$ cat config.mk
export PLATFORM = sky130hd
export DESIGN_NAME = work_clock_pps
export DESIGN_NICKNAME = d
export VERILOG_FILES = /design/src/rtl/work_clock_pps.sv
export SDC_FILE = /design/constraint.sdc
export NUM_CORES = 1
export LEC_CHECK = 0
export CORE_MARGIN = 2
export CORE_UTILIZATION = 50
export CTS_CLUSTER_SIZE = 25
export DETAILED_ROUTE_END_ITERATION = 10
export PLACE_DENSITY_LB_ADDON = 0.05
export SLEW_MARGIN = 10
export SYNTH_ARGS = -nofsm -noshare
export SYNTH_HDL_FRONTEND = slang
export SYNTH_SLANG_ARGS = --single-unit
$ cat constraint.sdc
create_clock -name clk -period 6.98 [get_ports clk]
set_input_delay 1.396 -clock clk [delete_from_list [all_inputs] [get_ports clk]]
set_output_delay 1.396 -clock clk [all_outputs]
set_load 0.005 [all_outputs]
$ cat src/rtl/work_clock_pps.sv
// Operating-time counter disciplined by an external one-second pulse, with
// early-pulse rejection, holdover on PPS loss, preset load and snapshot.
module work_clock_pps #(
  parameter int CNT_W       = 32,
  parameter int FRAC_W      = 28,
  parameter int CLK_HZ      = 100000000,
  parameter int TOL         = 1000,
  parameter int SYNC_STAGES = 2,
  parameter int SATURATE    = 0
) (
  input  logic              clk,
  input  logic              rst,
  input  logic              sec,
  input  logic              load,
  input  logic [CNT_W-1:0]  load_val,
  input  logic              latch,
  output logic [CNT_W-1:0]  sec_cnt,
  output logic [FRAC_W-1:0] frac_cnt,
  output logic [CNT_W-1:0]  snap_sec,
  output logic [FRAC_W-1:0] snap_frac,
  output logic              snap_vld,
  output logic              tick_out,
  output logic              pps_ok,
  output logic              holdover,
  output logic              pps_err,
  output logic              ovf
);

  localparam logic [1:0] ACQUIRE  = 2'd0;
  localparam logic [1:0] LOCKED   = 2'd1;
  localparam logic [1:0] HOLDOVER = 2'd2;

  localparam logic [FRAC_W-1:0] F_EARLY = FRAC_W'(CLK_HZ - 1 - TOL);
  localparam logic [FRAC_W-1:0] F_LATE  = FRAC_W'(CLK_HZ - 1 + TOL);
  localparam logic [FRAC_W-1:0] F_SEC   = FRAC_W'(CLK_HZ - 1);
  localparam logic [FRAC_W-1:0] F_HALF  = FRAC_W'(CLK_HZ / 2);
  localparam logic [FRAC_W-1:0] F_TOL   = FRAC_W'(TOL);

  logic [SYNC_STAGES-1:0] sync_q;
  logic                   prev_q;
  logic                   sync_out;
  logic                   pps_edge;
  logic [1:0]             state_q;
  logic [1:0]             state_d;
  logic                   inc;
  logic                   frac_zero;
  logic                   frac_tol;
  logic                   early;
  logic [CNT_W-1:0]       sec_next;
  logic                   sec_full;

  assign sync_out = sync_q[SYNC_STAGES-1];
  assign pps_edge = sync_out & ~prev_q;
  assign pps_ok   = (state_q == LOCKED);
  assign holdover = (state_q == HOLDOVER);

  // At all-ones the counter either wraps to zero or holds, depending on SATURATE.
  assign sec_full = (sec_cnt == '1);
  assign sec_next = !sec_full     ? sec_cnt + CNT_W'(1) :
                    (SATURATE != 0) ? sec_cnt : '0;

  // NOTE: every output of this block gets a default first, so no path leaves a
  // variable unassigned and no latch is inferred.
  always_comb begin
    state_d   = state_q;
    inc       = 1'b0;
    frac_zero = 1'b0;
    frac_tol  = 1'b0;
    early     = 1'b0;
    case (state_q)
      ACQUIRE: begin
        if (pps_edge) begin
          inc       = 1'b1;
          frac_zero = 1'b1;
          state_d   = LOCKED;
        end
      end
      LOCKED: begin
        if (pps_edge) begin
          if (frac_cnt >= F_EARLY) begin
            inc       = 1'b1;
            frac_zero = 1'b1;
          end else begin
            early = 1'b1;
          end
        end else if (frac_cnt == F_LATE) begin
          // PPS overdue: count the missed second and restart phase as if it came at f=CLK_HZ-1.
          inc      = 1'b1;
          frac_tol = 1'b1;
          state_d  = HOLDOVER;
        end
      end
      HOLDOVER: begin
        if (pps_edge) begin
          inc       = (frac_cnt >= F_HALF);
          frac_zero = 1'b1;
          state_d   = LOCKED;
        end else if (frac_cnt == F_SEC) begin
          inc       = 1'b1;
          frac_zero = 1'b1;
        end
      end
      default: state_d = ACQUIRE;
    endcase
  end

  // NOTE: sequential state uses non-blocking assignments so every flop samples
  // the pre-edge values, which is what makes the snapshot capture old counts.
  always_ff @(posedge clk) begin
    if (!rst) begin
      sync_q    <= '0;
      prev_q    <= 1'b0;
      state_q   <= ACQUIRE;
      sec_cnt   <= '0;
      frac_cnt  <= '0;
      snap_sec  <= '0;
      snap_frac <= '0;
      snap_vld  <= 1'b0;
      tick_out  <= 1'b0;
      pps_err   <= 1'b0;
      ovf       <= 1'b0;
    end else begin
      sync_q   <= {sync_q[SYNC_STAGES-2:0], sec};
      prev_q   <= sync_out;
      pps_err  <= early;
      snap_vld <= latch;
      if (latch) begin
        snap_sec  <= sec_cnt;
        snap_frac <= frac_cnt;
      end
      if (load) begin
        sec_cnt  <= load_val;
        frac_cnt <= '0;
        ovf      <= 1'b0;
        tick_out <= 1'b0;
      end else begin
        state_q  <= state_d;
        tick_out <= inc;
        if (inc) begin
          sec_cnt <= sec_next;
          if (sec_full) ovf <= 1'b1;
        end
        if (frac_zero)            frac_cnt <= '0;
        else if (frac_tol)        frac_cnt <= F_TOL;
        else if (frac_cnt != '1)  frac_cnt <= frac_cnt + FRAC_W'(1);
      end
    end
  end

endmodule

-- Yosys cells after proc, flatten, opt, wreduce, memory -nomap -nowiden
Index checks and enable logic that the tools add are counted.
- flip-flop bits (word level): 129
- word-level logic and storage cells: 61
- input bits: 37
- muxes and demuxes: 22
- bitwise operators: 4
- equal/unequal tests: 9
- add/sub/neg operators: 2
- order comparisons: 2
- reduce and logical (&&, ||, !) cells: 10
- operators by type and width (cell ; count):
    32-bit 2-to-1 mux ; 3
    28-bit by 27-bit == test with 1-bit output, second input constant ; 2
    32-bit by 1-bit adder with 32-bit output, second input constant ; 1
    32-bit == test, second input constant ; 1
    28-bit by 1-bit adder with 28-bit output, second input constant ; 1
    28-bit by 26-bit greater-or-equal comparator with 1-bit output, second input constant ; 1
    28-bit by 27-bit greater-or-equal comparator with 1-bit output, second input constant ; 1
    28-bit != test, second input constant ; 1
    10-bit 2-to-1 mux ; 2
    1-bit 2-to-1 mux ; 11
    2-bit 2-to-1 mux ; 3
    1-bit one-hot mux with 3 select lines ; 2
    2-bit by 1-bit != test with 1-bit output, second input constant ; 2
    2-bit one-hot mux with 2 select lines ; 1
    4-bit AND reduction ; 1
    2-bit nonzero test ; 2
    2-bit OR reduction ; 2
    4-bit OR reduction ; 1
    1-bit NOT ; 3
    3-bit AND reduction ; 1
    3-bit OR reduction ; 1
    2-bit by 1-bit == test with 1-bit output, second input constant ; 1
    2-bit == test, second input constant ; 1
    2-bit zero test ; 1
    3 further kinds ; 3

-- Logic depth before layout (Yosys ltp)
- word-level depth: 6
- mapped depth: 10
- depth with buffers taken out: 8

-- Worst setup path after synthesis
Ideal clock, no wire load.
- path kind: input to register
- from: in rst
- to: reg frac_cnt[24]
- data arrival time: 2.509 ns
- slack: 4.391 ns
- required time: 6.901 ns
- path buffers: 2
- cell stages on the path: 6
- cells stage by stage: clkbuf_1 nand2_1 a211o_4 nand2b_4 buf_6 a211oi_2
- cells in the longest elaborated chain, start to end: 2
- RTL lines (what ; line ; text):
    start: declaration ; 12 ; input logic rst,
    1-bit NOT (no line) ; n/a ;
    4-bit OR reduction (no line) ; n/a ;
    end signal: assignment ; 145 ; else if (frac_cnt != '1) frac_cnt <= frac_cnt + FRAC_W'(1);
    end: declaration ; 18 ; output logic [FRAC_W-1:0] frac_cnt,
No other way between the ends.
A chain may end at the register's enable or synchronous reset.

-- Worst setup path in the final report
- from: in load
- to: reg sec_cnt[12]
- cells in the longest elaborated chain, start to end: 1
- elaborated cells between the ends (all ways): 2
- those cells by class: mux (1); reduce/logical (1)
- RTL lines (what ; line ; text):
    start: declaration ; 14 ; input logic load,
    32-bit 2-to-1 mux or 2-bit nonzero test (tied branches) ; n/a ;
    end signal: assignment ; 132 ; sec_cnt <= load_val;
    end signal: assignment ; 140 ; sec_cnt <= sec_next;
    end: declaration ; 17 ; output logic [CNT_W-1:0] sec_cnt,
Several ways; a longest one is shown, not always the timed one.

==> flow_summary.json <==
{
  "cts_resized": 0,
  "ys_seq_elements": 129,
  "grt.overflow.total": 0,
  "syn-cell-area_sq_mm": 0.00616,
  "drive_gt1_frac": 0.0729,
  "clkTransAtPathRegs_ps": 50,
  "slowest_stage": "nor2_2",
  "synthesis.nets": 744,
  "fillers": 1002,
  "cp-end-kind": "register",
  "die_area_sq_mm": 0.0132,
  "layout.nets": 877,
  "synth_edf_count": 0,
  "setup_viol": 0,
  "seq_area_sq_mm": 0.00258,
  "synth_top_area_share": 0.420,
  "crit_required_ps": 7290,
  "p_per_area_mw_per_mm2": 224,
  "cp.arrival_ps": 3980,
  "drc": 0,
  "mostFrequentLayoutCells": "clkdlybuf4s50_1, dfxtp_1, nor2_1",
  "layout_commonest_cell": "clkdlybuf4s50_1",
  "fmax_ghz": 0.272,
  "vias": 5812,
  "dieHeight_um": 115,
  "combPwrFrac": 0.082,
  "holdCritPathClass": "reg2reg",
  "ys_dominant_reg_cell": "dfxtp_1",
  "grtUsageTotal": 0.263,
  "ctsLongestPathBuffers": 2,
  "drt_iter0_drc": 365,
  "dp.cells": 965,
  "seqPwrFrac": 0.420,
  "wirelength_mm": 17.2,
  "start_kind": "input pin",
  "die_w_um": 115,
  "fp-row-count": 40,
  "crit_type": "in2reg",
  "path_cells": "buf_2 > inv_1 > o211ai_1 > nor2_2 > nor2_1 > o221a_2",
  "ctsHoldBuffers": 0,
  "core_area_sq_mm": 0.0120,
  "maxSlewViolCount": 0,
  "internal-power_mw": 1.45,
  "wl_per_cell_um": 17.2,
  "multi_input_area_sq_mm": 0.00329,
  "ant_nets": 0,
  "skew_ps": 12.1,
  "syn_inst": 704,
  "antenna_found_initial": 0,
  "crit_buf_inv": 2,
  "finalHoldViolCount": 0,
  "grt_setup_unrepaired": "false",
  "r2r_cells": 8,
  "crit_fanout": 50,
  "yosysSeqAreaShare": 0.420,
  "synthArstFlopShare": 0,
  "stdcell_count": 997,
  "clk_latency_ps": 420,
  "relSlewSlack": 0.254,
  "path_delay_family": "buffers and inverters",
  "clock_sinks": 129,
  "num_io_pins": 163,
  "clkPwrFrac": 0.498,
  "min_path_cells": 1,
  "grt_pass1_vias": 5465,
  "firstDrtPassIters": 5,
  "p_sw_mw": 0.419,
  "synth.distinct_cells": 72,
  "yosysWarnings": 0,
  "synth_top_area_cell": "dfxtp_1",
  "cts_buffers": 17,
  "syn_area_per_cell_sq_um": 8.74,
  "grt_pass1_wl_mm": 27.7,
  "cap_violations": 0,
  "via_per_inst": 5.83,
  "swShare": 0.224,
  "h-tree-depth": 4,
  "cts_root_buf": "clkbuf_16",
  "status": "completed",
  "cts_tree": "done",
  "area_delta_synth_final_pct": 35.4,
  "antennaDiodeCount": 0,
  "grt_max_degree": 79,
  "max_stage_delay_ps": 820,
  "dp_hpwl_mm": 11.6,
  "start_util": 0.513,
  "portBuffers": 162,
  "fin_util": 0.694,
  "worst_slew_pin_slew_ps": 1120,
  "min_period_over_period": 0.526,
  "holdWs_ps": 433,
  "cp_num_cells": 6,
  "leakage_nw": 3.02,
  "place_congestion": 0.842,
  "post_cts_buffers": 0,
  "synth_area_leaders": "dfxtp_1, mux2i_1, nor2_1, a21oi_1, o21ai_0",
  "ir_worst_vdd_uv": 148,
  "finalSetupTns_ps": 0,
  "period_needed_ps": 3670
}
==> registers in the layout, indices dropped and copies added (netlist names) <==
register	flops
frac_cnt	28
ovf	1
pps_err	1
prev_q	1
sec_cnt	32
snap_frac	28
snap_sec	32
snap_vld	1
state_q	2
sync_q	2
tick_out	1
==> cells by family (layout without fill, tap and decap cells) <==
group / Yosys count / count (layout) / share of synthesized area
simple gates: 290 / 290 / 0.247
compound gates: 139 / 139 / 0.150
flops: 129 / 129 / 0.420
mux: 61 / 61 / 0.0994
buf+inv: 60 / 206 / 0.0467
xor+xnor: 22 / 22 / 0.0313
fa+ha+maj: 3 / 3 / 0.00610
==> routing by layer <==
layer / track usage / up-vias / share of wire
met3: 0.0680 / 27 / 0.073
met1: 0.363 / 2750 / 0.45
met4: 0.0884 / 0 / 0.015
met2: 0.401 / 247 / 0.46
met5: 0 / - / 0
li1: - / 2788 / -
==> cell type report <==
type,instances,share of cell area
multi-input cells,515,0.394
flip-flops and latches,129,0.310
repair buffers,163,0.195
clock buffers,20,0.0548
well taps,147,0.0221
clock inverters,12,0.0195
inverters,11,0.00495
==> worst paths after layout <==
path / start / endpoint / slack, ps
min: sync_q[0] / sync_q[1] / 430
min reg2reg: sync_q[0] / sync_q[1] / 430
max: load / sec_cnt[12] / 3310
max reg2reg: sec_cnt[0] / sec_cnt[31] / 3850
==> through the flow <==
stage	setup slack [ps]	cell area (sq um)	power (mW)
final	3310	8330	1.87
after CTS	3370	8330	1.88
after detailed placement	2950	7710	0.952
after floorplan	4390	6160	0.874
after global placement	3030	7710	0.948
after global routing	3110	8330	1.93
==> synthesized netlist by cell type, types with 11 or more instances <==
cell type  count
nand2_1       43
mux2i_1       60
a21oi_1       33
clkbuf_1      24
nor3_1        18
buf_2         11
nand3_1       25
xor2_1        16
a31oi_1       12
o21ai_0       33
dfxtp_1      129
nand4_1       19
nor2_1       114
==> power by group through the flow <==
stage	clock [mW]	sequential [mW]	combinational, mW
floorplan	0	0.793	0.0812
global placement	0	0.798	0.150
detailed placement	0	0.799	0.153
CTS	0.940	0.783	0.154
global route	0.977	0.787	0.167
finish	0.931	0.784	0.153
==> worst reg2reg max path, cell delays in order (launching register included) <==
cell and delay, ps:
dfxtp_1 500, ha_1 280, nand4_1 190, nor3_1 610, and4_1 510, or2_4 370
a31oi_1 70, o21a_1 180, o311a_1 310
Note: power is estimated with default switching activity, not from simulation.
